==> src/rtl/prince_mlayer_serial.sv <==
// PRINCE M' linear layer with optional (inverse) ShiftRows, applied one 16-bit
// chunk per cycle to every Boolean share independently. Bit 0 = MSB of a share.
module prince_mlayer_share #(
  parameter int SR_EN  = 1,
  parameter int SR_INV = 0
) (
  input  logic        i_clk,
  input  logic        i_rst,
  input  logic        i_load,
  input  logic        i_proc,
  input  logic        i_last,
  input  logic        i_clr,
  input  logic [1:0]  i_cnt,
  input  logic [63:0] i_data,
  output logic [63:0] o_data
);
  // Ascending vectors so index k is the k-th bit counted from the MSB.
  logic [0:63] w_in, r_work, r_out, w_work_nxt, w_sr, w_res;
  logic [0:15] w_chunk, w_mix;
  logic        w_m1;

  function automatic logic [0:15] mix(input logic [0:15] x, input logic m1);
    logic [0:15] y;
    int          e;
    y = '0;
    for (int r = 0; r < 4; r++) begin
      for (int j = 0; j < 4; j++) begin
        e = (j - r - (m1 ? 1 : 0) + 8) % 4;
        for (int n = 0; n < 4; n++)
          if (n != e) y[4*r+j] = y[4*r+j] ^ x[4*n+j];
      end
    end
    return y;
  endfunction

  assign w_in    = i_data;
  assign o_data  = r_out;
  assign w_m1    = (i_cnt == 2'd1) || (i_cnt == 2'd2);
  assign w_chunk = r_work[16*i_cnt +: 16];
  assign w_mix   = mix(w_chunk, w_m1);

  always_comb begin
    w_work_nxt = r_work;
    w_work_nxt[16*i_cnt +: 16] = w_mix;
  end

  // Forward SR takes nibble 5i mod 16, the inverse takes 13i mod 16.
  always_comb begin
    w_sr = '0;
    for (int i = 0; i < 16; i++)
      w_sr[4*i +: 4] = w_work_nxt[4*(((SR_INV != 0) ? 13*i : 5*i) % 16) +: 4];
  end

  assign w_res = (SR_EN != 0) ? w_sr : w_work_nxt;

  always_ff @(posedge i_clk) begin
    if (i_rst) begin
      r_work <= '0;
      r_out  <= '0;
    end else begin
      if (i_load)      r_work <= w_in;
      else if (i_proc) r_work <= w_work_nxt;
      if (i_last)      r_out  <= w_res;
      else if (i_clr)  r_out  <= '0;
    end
  end
endmodule

module prince_mlayer_serial #(
  parameter int SHARES = 3,
  parameter int SR_EN  = 1,
  parameter int SR_INV = 0
) (
  input  logic                  i_clk,
  input  logic                  i_rst,
  input  logic                  i_valid,
  output logic                  o_ready,
  input  logic [64*SHARES-1:0]  i_state,
  output logic                  o_valid,
  input  logic                  i_ready,
  output logic [64*SHARES-1:0]  o_state
);
  typedef enum logic [1:0] {S_IDLE, S_PROC, S_DONE} state_t;

  state_t     r_state, w_next;
  logic [1:0] r_cnt;
  logic       w_load, w_proc, w_last, w_clr;

  assign w_load = (r_state == S_IDLE) && i_valid;
  assign w_proc = (r_state == S_PROC);
  assign w_last = w_proc && (r_cnt == 2'd3);
  assign w_clr  = (r_state == S_DONE) && i_ready;

  always_ff @(posedge i_clk) begin
    if (i_rst) begin
      r_state <= S_IDLE;
      r_cnt   <= 2'd0;
    end else begin
      r_state <= w_next;
      if (w_load)      r_cnt <= 2'd0;
      else if (w_proc) r_cnt <= r_cnt + 2'd1;
    end
  end

  always_comb begin
    w_next  = r_state;
    o_ready = 1'b0;
    o_valid = 1'b0;
    case (r_state)
      S_IDLE: begin
        o_ready = 1'b1;
        if (i_valid) w_next = S_PROC;
      end
      S_PROC: if (r_cnt == 2'd3) w_next = S_DONE;
      S_DONE: begin
        o_valid = 1'b1;
        if (i_ready) w_next = S_IDLE;
      end
      default: w_next = S_IDLE;
    endcase
  end

  for (genvar s = 0; s < SHARES; s++) begin : g_share
    prince_mlayer_share #(.SR_EN(SR_EN), .SR_INV(SR_INV)) u_share (
      .i_clk  (i_clk),
      .i_rst  (i_rst),
      .i_load (w_load),
      .i_proc (w_proc),
      .i_last (w_last),
      .i_clr  (w_clr),
      .i_cnt  (r_cnt),
      .i_data (i_state[64*s +: 64]),
      .o_data (o_state[64*s +: 64])
    );
  end
endmodule

==> config.mk <==
export PLATFORM = sky130hd
export DESIGN_NAME = prince_mlayer_serial
export DESIGN_NICKNAME = d
export VERILOG_FILES = /design/src/rtl/prince_mlayer_serial.sv
export SDC_FILE = /design/constraint.sdc
export NUM_CORES = 1
export LEC_CHECK = 0
export CORE_MARGIN = 5
export CORE_UTILIZATION = 56
export DETAILED_ROUTE_END_ITERATION = 16
export HOLD_SLACK_MARGIN = 0.06
export PLACE_DENSITY = 0.93
export SLEW_MARGIN = 30
export SYNTH_ARGS = -nofsm -noshare
export SYNTH_HDL_FRONTEND = slang
export SYNTH_HIERARCHICAL = 1
export SYNTH_SLANG_ARGS = --single-unit
==> constraint.sdc <==
create_clock -name i_clk -period 3.7 [get_ports i_clk]
set_input_delay 0.74 -clock i_clk [delete_from_list [all_inputs] [get_ports i_clk]]
set_output_delay 0.74 -clock i_clk [all_outputs]
set_load 0.02 [all_outputs]
# Word level (Yosys, flattened, before mapping)
# Index checks and enable logic that the tools add are counted.
# totals
n_memories	0
mem_bits_rw	0
latch_bits	0
out_inout_bits	194
rom_bits	0
ff_bits	388
word_cells	447
inputBits	196
# classes
shift	7
div	0
addsub	16
mux	212
reduce_logical	23
eq_ne	29
n_bitwise	152
order_cmp	0
mul	0
# ops
operator	n
64-bit 2-to-1 mux	10
32-bit by 5-bit adder with 32-bit output, second input constant	7
32-bit nonzero test	7
1-bit 2-to-1 mux	195
64-bit by 33-bit indexed part select with 65-bit output	3
65-bit by 34-bit indexed part select with 64-bit output	3
64-bit bitwise mux	3
1-bit bitwise XOR	144
3-bit by 32-bit subtractor with 32-bit output, first input constant	3
65-bit by 34-bit variable shift with 64-bit output, first input constant	1
1-bit by 32-bit subtractor with 32-bit output, first input constant	2
2-bit by 32-bit subtractor with 32-bit output, first input constant	2
3-bit inequality test, first input constant	14
33-bit negation with 34-bit output	1
6-bit NOT with 33-bit output	1
2-bit by 3-bit inequality test with 1-bit output, first input constant	7
2-bit OR reduction	8
1-bit AND	7
2-bit == test, second input constant	3
2-bit 2-to-1 mux	3
2-bit one-hot mux with 3 select lines	1
2-bit by 1-bit == test with 1-bit output, second input constant	2
2-bit inequality test, second input constant	2
2-bit nonzero test	2
6 further kinds	8

# Depth between registers and ports, before layout
# Gate-level depths: netlist of the first run.
# depth
word_depth	19
mapped_depth	11
depth_no_buf	6

# Hierarchy
# Netlist of the first run, hierarchy kept.
# modules_own_cells
module	area_per_inst_um2	cells_per_inst	instances	seq_area_each_um2
prince_mlayer_share at g_share[2].u_share	9561.7	1012	1	2562.5
prince_mlayer_share at g_share[0].u_share	9559.2	1012	1	2562.5
prince_mlayer_share at g_share[1].u_share	7188.1	860	1	2562.5
prince_mlayer_serial	214.0	24	1	80.1

# Least setup slack after synthesis of the first run
# No wires, ideal clock.
# synth_timing
path_type	register -> register
from	register r_cnt[0]
to	register g_share[0].u_share/r_work[30] (netlist bit)
synth_period_minus_slack_ns	3.300
n_path_buf	4
setup_slack_ns	0.400
path_stages_with_launch	11
setup_ns	0.087
required_time_ns	3.613
arrival_time_ns	3.214
cell_sequence	dfxtp_1 > buf_4 > clkinv_1 > clkbuf_1 > ha_1 > buf_2 > buf_4 > mux4_2 > nand3b_1 > mux2_4 > a221oi_2
# synth_via
elab_chain_cells	19
word_cells_on_any_way	180
classes_between	add/sub: 15; eq/ne: 23; shift: 3; mux: 68; bitwise: 56; reduce/logical: 15
# synth_lines
element	line_no	text
start: declaration	86	logic [1:0] r_cnt;
start signal: assignment	101	else if (w_proc) r_cnt <= r_cnt + 2'd1;
2-bit by 1-bit == test with 1-bit output or 2-bit == test (tied branches)	38	assign w_m1 = (i_cnt == 2'd1) || (i_cnt == 2'd2);
1-bit logical OR	38	
1-bit 2-to-1 mux	28	e = (j - r - (m1 ? 1 : 0) + 8) % 4;
1-bit by 32-bit subtractor with 32-bit output, or another cell as far along	28	
32-bit by 5-bit adder with 32-bit output	28	
2-bit OR reduction (no line)	--	
1-bit AND (no line)	--	
32-bit nonzero test	30	if (n != e) y[4*r+j] = y[4*r+j] ^ x[4*n+j];
(+3 left out)	--	
1-bit bitwise XOR	30	
1-bit 2-to-1 mux	30	
1-bit bitwise XOR	30	
1-bit 2-to-1 mux	30	
65-bit by 34-bit indexed part select with 64-bit output	44	w_work_nxt[16*i_cnt +: 16] = w_mix;
64-bit bitwise mux *	44	
64-bit 2-to-1 mux *	62	else if (i_proc) r_work <= w_work_nxt;
64-bit 2-to-1 mux *	61	if (i_load) r_work <= w_in;
end signal: assignment	61	
end signal: assignment	62	
end: declaration	18	logic [0:63] w_in, r_work, r_out, w_work_nxt, w_sr, w_res;
# Mark *: on every way between the ends. The rest lies on a longest branch, timed or not. The select of a mux whose other input is x is not followed.
# A chain may end at the register's enable or synchronous reset.

# Worst setup path in the final report of the first run
# layout_timing
from	register r_cnt[1]
to	register g_share[2].u_share/r_work[44] (netlist bit)
# layout_via
elab_chain_cells	19
word_cells_on_any_way	180
classes_between	add/sub: 15; eq/ne: 23; shift: 3; mux: 68; bitwise: 56; reduce/logical: 15
# layout_lines
element	line_no
2-bit by 1-bit == test with 1-bit output or 2-bit == test (tied branches)	38
1-bit logical OR	38
1-bit 2-to-1 mux	28
1-bit by 32-bit subtractor with 32-bit output, or another cell as far along	28
32-bit by 5-bit adder with 32-bit output	28
2-bit OR reduction (no line)	--
1-bit AND (no line)	--
32-bit nonzero test	30
(+3 left out)	--
1-bit bitwise XOR	30
1-bit 2-to-1 mux	30
1-bit bitwise XOR	30
1-bit 2-to-1 mux	30
65-bit by 34-bit indexed part select with 64-bit output	44
64-bit bitwise mux *	44
64-bit 2-to-1 mux *	62
64-bit 2-to-1 mux *	61
end signal: assignment	61
end signal: assignment	62
end: declaration	18
# Marked as above.

==> results.cfg, run 1 <==
[drt]
first_iter_violations = 3841
drc = 0
routed_wl_um = 100000
dr.pass1.iters = 7
num_vias = 26608
wl_per_cell_um = 26.5
routed_via_density = 7.04
antenna_left = 0

[clocking]
cts_sinks = 388
htree_levels = 2
post_cts_resized = 0
cts_hold_buf = 0
clk_pin_slew_ns = 0.06
clkLatencyLatePin_ns = 0.59
cts_setup_buffers = 0
cts_tree = yes
cts_root_buf = clkbuf_16
clk_path_buf_depth = 3
cts_made_buffers = 43

[power_and_ir_drop]
power.density_nw_per_um2 = 345
p_comb_share_pct = 21.0
intPower_w = 0.00779
p_sw_w = 0.00339
vdd_drop_max_mv = 0.297
clkPwrFrac_pct = 39.7
switching_share_pct = 30.3
pwr-share-seq_pct = 39.3
fin_total_pwr_w = 0.0112
power_leakage_nw = 10.4

[floorplanning]
row_count = 79
die_area_sq_um = 51800
die_w_um = 228
start_util_pct = 56.8
ios = 390
die_y_um = 228
core_sq_um = 46700

[setup_path]
reg2reg_slack_ns = 0.57
cp.required_ns = 4.19
crit_start = r_cnt[1]$_SDFFE_PP0P_
path_cells = buf_4 > ha_1 > buf_4 > nand2_1 > buf_4 > nor3_1 > mux2i_1 > a221oi_1
r2r_start = r_cnt[1]$_SDFFE_PP0P_
cp.depth = 8
regToRegEndpoint = g_share[2].u_share/r_work[44]$_SDFFE_PP0P_
reg2reg_depth = 8
endpoint_kind = flip-flop
slowest_stage = nand2_1
cpMostUsedCell = buf_4
worstPathMaxFanout = 50
path_buf_inv = 3
critPathTopFamily = buffers and inverters
crit_end = g_share[2].u_share/r_work[44]$_SDFFE_PP0P_
cp.arrival_ns = 3.62
cpPeakStageDelay_ns = 0.57
crit_type = reg -> reg
startpoint_type = flip-flop

[yosys]
syn-instance-count = 2908
synth_edf_count = 0
syn-num-nets = 3117
yosys.area.top_type = dfxtp_1
yosys_warnings = 6
mappedNetlistArea_sq_um = 26500
yosysUniqueCellTypes = 44
async_flop_share_pct = 0
synth.avg_cell_area_sq_um = 9.12
yosys.area.top_type_share_pct = 29.3
ys_seq_area_share_pct = 29.3
ys_dominant_reg_cell = dfxtp_1
synth_area_leaders = dfxtp_1 29%, a21oi_1 12%, mux4_2 8.7%
synth-seq-cells = 388

[grt]
grt-ovfl-total = 0
track_usage_pct = 36.8
grt_first_pass_wirelength_um = 151000
antenna_found_initial = 3
grt_pass1_vias = 25565
grt_max_degree = 199

[placed_design]
place_congestion = 0.956
dpl.cell_count = 3697
dp_slack_ns = 0.435
io_buffers = 389
hpwl_um = 70300

[sta]
drv_slew = 0
rsz0062_at_grt = no
worst_slack_ns = 0.571
max_freq_mhz = 320
finalSetupTns_ns = 0
finalCriticalPeriod_ns = 3.13
hold_violations = 0
fin_skew_ns = 0.0326
slew_headroom_pct = 36.3
setup_viol = 0
fin_crit_sh_pct = 84.6
tightest_slew_ns = 0.953

[finish]
nets = 3346
fin_util_pct = 69.5
fillers = 3393
area_growth_pct = 22.2
antenna_cells = 0
instances_no_fill = 3779
drive_above_1_share_pct = 13.7

[job]
cap_violations = 0

[hold_path]
worst_hold_path_type = reg -> reg

[outcome]
status = completed
[final cells by class]
type / instances / area [sq um] / share of cell area [%]
Multi-Input combinational cell: 2226 / 17600 / 54.3
Clock inverter: 20 / 209 / 0.645
Tap cell: 607 / 759 / 2.34
Inverter: 11 / 41.3 / 0.127
Clock buffer: 60 / 1220 / 3.76
Sequential cell: 388 / 7770 / 24.0
Timing Repair Buffer: 467 / 4810 / 14.8
[sequential cells by signal, indices dropped and copies added (netlist names)]
signal	cells
r_cnt	2
r_state	2
g_share.u_share/o_data	192
g_share.u_share/r_work	192
[Yosys cell counts, types with 34 or more instances]
| library cell | number |
|---|---|
| nor3_1 | 97 |
| nand2_1 | 69 |
| nor2b_1 | 322 |
| mux2i_1 | 113 |
| clkbuf_1 | 226 |
| nor3b_1 | 256 |
| a221oi_1 | 36 |
| a21oi_1 | 641 |
| a21o_1 | 64 |
| dfxtp_1 | 388 |
| mux4_2 | 102 |
| and3_1 | 34 |
| a221oi_2 | 92 |
| a211oi_1 | 187 |
[cells in the final DEF (no fill, tap or decap), types with 4 or more instances in the layout]
| master | n |
|---|---|
| a21oi_1 | 641 |
| clkdlybuf4s50_1 | 388 |
| dfxtp_1 | 386 |
| nor2b_1 | 320 |
| nor3b_1 | 256 |
| a211oi_1 | 187 |
| mux2i_1 | 113 |
| mux4_2 | 102 |
| nor3_1 | 97 |
| a221oi_2 | 92 |
| nand2_1 | 69 |
| a21o_1 | 64 |
| buf_4 | 53 |
| clkbuf_16 | 43 |
| a221oi_1 | 36 |
| and3_1 | 34 |
| nand3b_1 | 32 |
| nand3_1 | 32 |
| buf_12 | 23 |
| mux2_2 | 18 |
| xnor2_4 | 16 |
| xnor2_2 | 16 |
| xor2_1 | 16 |
| xnor2_1 | 16 |
| mux2_4 | 14 |
| ha_1 | 11 |
| mux4_1 | 10 |
| clkbuf_1 | 9 |
| clkbuf_8 | 8 |
| clkinv_2 | 7 |
| inv_1 | 6 |
| a211oi_2 | 6 |
| nor2_1 | 4 |
| clkinv_4 | 4 |
[worst register-to-register path, cell delays in order, from the launching register on]
cell and delay, ns:
dfxtp_4 0.41, buf_4 0.53, ha_1 0.28, buf_4 0.25, nand2_1 0.57, buf_4 0.39, nor3_1 0.20, mux2i_1 0.13
a221oi_1 0.29
[worst min path at each step]
stage / from / to / depth (start not counted)
finish: g_share[1].u_share/o_data[18]$_SDFFE_PP0P_ / g_share[1].u_share/o_data[18]$_SDFFE_PP0P_ / 2
global route: g_share[1].u_share/o_data[30]$_SDFFE_PP0P_ / g_share[1].u_share/o_data[30]$_SDFFE_PP0P_ / 2
CTS: g_share[1].u_share/o_data[18]$_SDFFE_PP0P_ / g_share[1].u_share/o_data[18]$_SDFFE_PP0P_ / 2
detailed placement: g_share[1].u_share/o_data[50]$_SDFFE_PP0P_ / g_share[1].u_share/o_data[50]$_SDFFE_PP0P_ / 2
global placement: g_share[1].u_share/o_data[37]$_SDFFE_PP0P_ / g_share[1].u_share/o_data[37]$_SDFFE_PP0P_ / 2
floorplan: r_state[1]$_SDFFE_PP0P_ / r_state[0]$_SDFFE_PP0P_ / 1
[metrics by stage]
| step | hold WS (ns) | instance area (sq um) |
|---|---|---|
| 6_report | 0.479 | 32400 |
| 5_1_grt | 0.496 | 32400 |
| 4_1_cts | 0.482 | 32400 |
| 3_5_place_dp | 0.470 | 30900 |
| 3_3_place_gp | 0.462 | 30900 |
| 2_1_floorplan | 0.535 | 26500 |
[metal layers]
layer / up-vias / global-route usage (%) / share of wire [%]
met5: - / 0 / 0.029
met4: 4 / 13.5 / 4.5
met3: 354 / 9.07 / 13
met1: 12845 / 49.9 / 38
li1: 11489 / - / -
met2: 1916 / 57.7 / 45
[kinds of logic after synthesis]
logic type                 count (synthesis)  share of synthesized area (%)
DFF                                      388                           29.3
buffers and inverters                    294                           4.53
adders and majority gates                 13                          0.613
muxes                                    257                           15.5
and+or+nand+nor                          864                           20.5
AOI/OAI and AO/OA                       1028                           25.9
xor gates and xnor gates                  64                           3.70
[power by group through the flow]
stage               logic [W]  clock network (W)  registers [W]
CTS                   0.00229            0.00443        0.00438
floorplan             0.00159                  0        0.00441
global placement      0.00221                  0        0.00447
global route          0.00247            0.00461        0.00439
detailed placement    0.00228                  0        0.00447
finish                0.00235            0.00444        0.00439
Note: power is estimated with default switching activity, not from simulation.
==> run 2, diff against run 1 <==
CORE_UTILIZATION = 51   (was 56)
PLACE_DENSITY = 0.9   (was 0.93)
clock period = 2.6 ns   (was 3.7 ns; I/O delays follow)
==> results.cfg, run 2 (synthesized netlist as in run 1, its figures left out) <==
[clocking]
clk_path_buf_depth = 3
cts_hold_buf = 0
cts_made_buffers = 45
clk_pin_slew_ns = 0.06
cts_sinks = 388
clkLatencyLatePin_ns = 0.60
cts_root_buf = clkbuf_16
htree_levels = 2
cts_tree = yes

[setup_path]
cp.arrival_ns = 3.05
cp.required_ns = 3.06
worstPathMaxFanout = 46
endpoint_kind = flip-flop
crit_type = reg -> reg
startpoint_type = flip-flop

[job]
cap_violations = 0

[finish]
fillers = 3831
ff_latch_area_sq_um = 7770
fin_util_pct = 66.1
layout_commonest_cell = a21oi_1
nets = 3458
drive_above_1_share_pct = 17.1
multi_input_area_sq_um = 17800
area_growth_pct = 28.0
final_cell_mix = 641 x a21oi_1, 388 x clkdlybuf4s50_1, 386 x dfxtp_1, 320 x nor2b_1, 256 x nor3b_1

[floorplanning]
core_sq_um = 51400
row_count = 83
ios = 390
die_y_um = 238
die_w_um = 238
die_area_sq_um = 56700
start_util_pct = 51.6

[drt]
routed_via_density = 6.78
dr.pass1.iters = 6
antenna_left = 0
drc = 0
wl_per_cell_um = 25.5
num_vias = 26915
routed_wl_um = 101000
first_iter_violations = 3802

[sta]
finalSetupTns_ns = 0
rsz0062_at_grt = yes
tightest_slew_ns = 0.806
setup_viol = 0
drv_slew = 0
fin_crit_sh_pct = 99.8
hold_violations = 0
fin_skew_ns = 0.0336
finalCriticalPeriod_ns = 2.60
max_freq_mhz = 385
slew_headroom_pct = 46.2

[power_and_ir_drop]
clkPwrFrac_pct = 40.1
switching_share_pct = 29.6
intPower_w = 0.0116
fin_total_pwr_w = 0.0165
vdd_drop_max_mv = 0.450
power.density_nw_per_um2 = 487
p_sw_w = 0.00490
p_comb_share_pct = 22.1
power_leakage_nw = 11.2
pwr-share-seq_pct = 37.8

[placed_design]
io_buffers = 389
place_congestion = 0.994
hpwl_um = 71100

[grt]
grt-ovfl-total = 0
grt_pass1_vias = 25575
antenna_found_initial = 3
grt_first_pass_wirelength_um = 152000
track_usage_pct = 33.6
grt_max_degree = 68
gr-usage-met2_pct = 51.7
busiest_layer = met2
grt_util_met1_pct = 43.7
grt.met3_usage_pct = 9.87

[outcome]
status = completed

[hold_path]
worst_hold_path_type = in -> reg
-- run 2: changes by cell type in the layout (fill, tap and decap cells not counted), sizes merged --
cell | previous run | this run
clkinvlp | 3 | 1
bufinv | 3 | 4
inv | 12 | 9
buf | 79 | 188
diode | 0 | 3
clkinv | 13 | 14
clkbuf | 60 | 66
-- run 2: what timing repair did --
| item | in CTS | in global routing |
|---|---|---|
| endpoints found under the hold margin | 0 | 0 |
| buffers inserted | 0 | 1 |
| gates resized for setup | 0 | 24 |
| setup endpoints to repair | 0 | 67 |
-- run 2: routing by layer --
layer	share of wire [%]	vias up
li1	-	11726
met4	6.0	2
met2	44	1979
met1	37	12818
met5	0.014	-
met3	14	390
-- run 2: path summary, 6_finish.rpt --
check	start	endpoint	slack [ns]	depth (start not counted)
worst max register to register	r_cnt[0]$_SDFFE_PP0P_	g_share[0].u_share/o_data[40]$_SDFFE_PP0P_	0.004	7
worst max-delay path	r_cnt[0]$_SDFFE_PP0P_	g_share[0].u_share/o_data[40]$_SDFFE_PP0P_	0.004	7
worst min-delay path	i_rst	r_state[1]$_SDFFE_PP0P_	0.41	2
worst min register to register	g_share[1].u_share/o_data[13]$_SDFFE_PP0P_	g_share[1].u_share/o_data[13]$_SDFFE_PP0P_	0.48	2
-- run 2: critical path, cell delays in order (launching register included) --
cell,delay [ns]
dfxtp_4,0.37
buf_4,0.17
buf_12,0.25
mux4_2,0.66
xnor2_4,0.34
mux2i_1,0.39
buf_4,0.19
a211oi_1,0.07
-- run 2: layout make-up --
type	count	area share (%)
clock buffers	65	3.87
flip-flops and latches	388	22.9
multi-input cells	2226	52.4
diodes	3	0.0221
well taps	680	2.51
clock inverters	17	0.619
inverters	11	0.195
repair buffers	577	17.5
-- run 2: through the flow --
step                setup slack (ns)  hold WS (ns)  std cells  cell area, sq um
floorplan                    -0.0135         0.526       2908             26800
global placement              0.0740         0.462       3880             32300
detailed placement           0.00730         0.466       3880             32300
CTS                          0.00674         0.372       3962             33800
global route                 -0.0214         0.403       3964             33900
finish                       0.00423         0.409       3967             34000
-- run 2: power groups by stage --
stage | sequential, W | clock, W | combinational, W
5_1_grt | 0.00625 | 0.00693 | 0.00383
4_1_cts | 0.00623 | 0.00669 | 0.00351
3_5_place_dp | 0.00636 | 0 | 0.00348
2_1_floorplan | 0.00627 | 0 | 0.00234
3_3_place_gp | 0.00635 | 0 | 0.00342
6_report | 0.00625 | 0.00663 | 0.00365
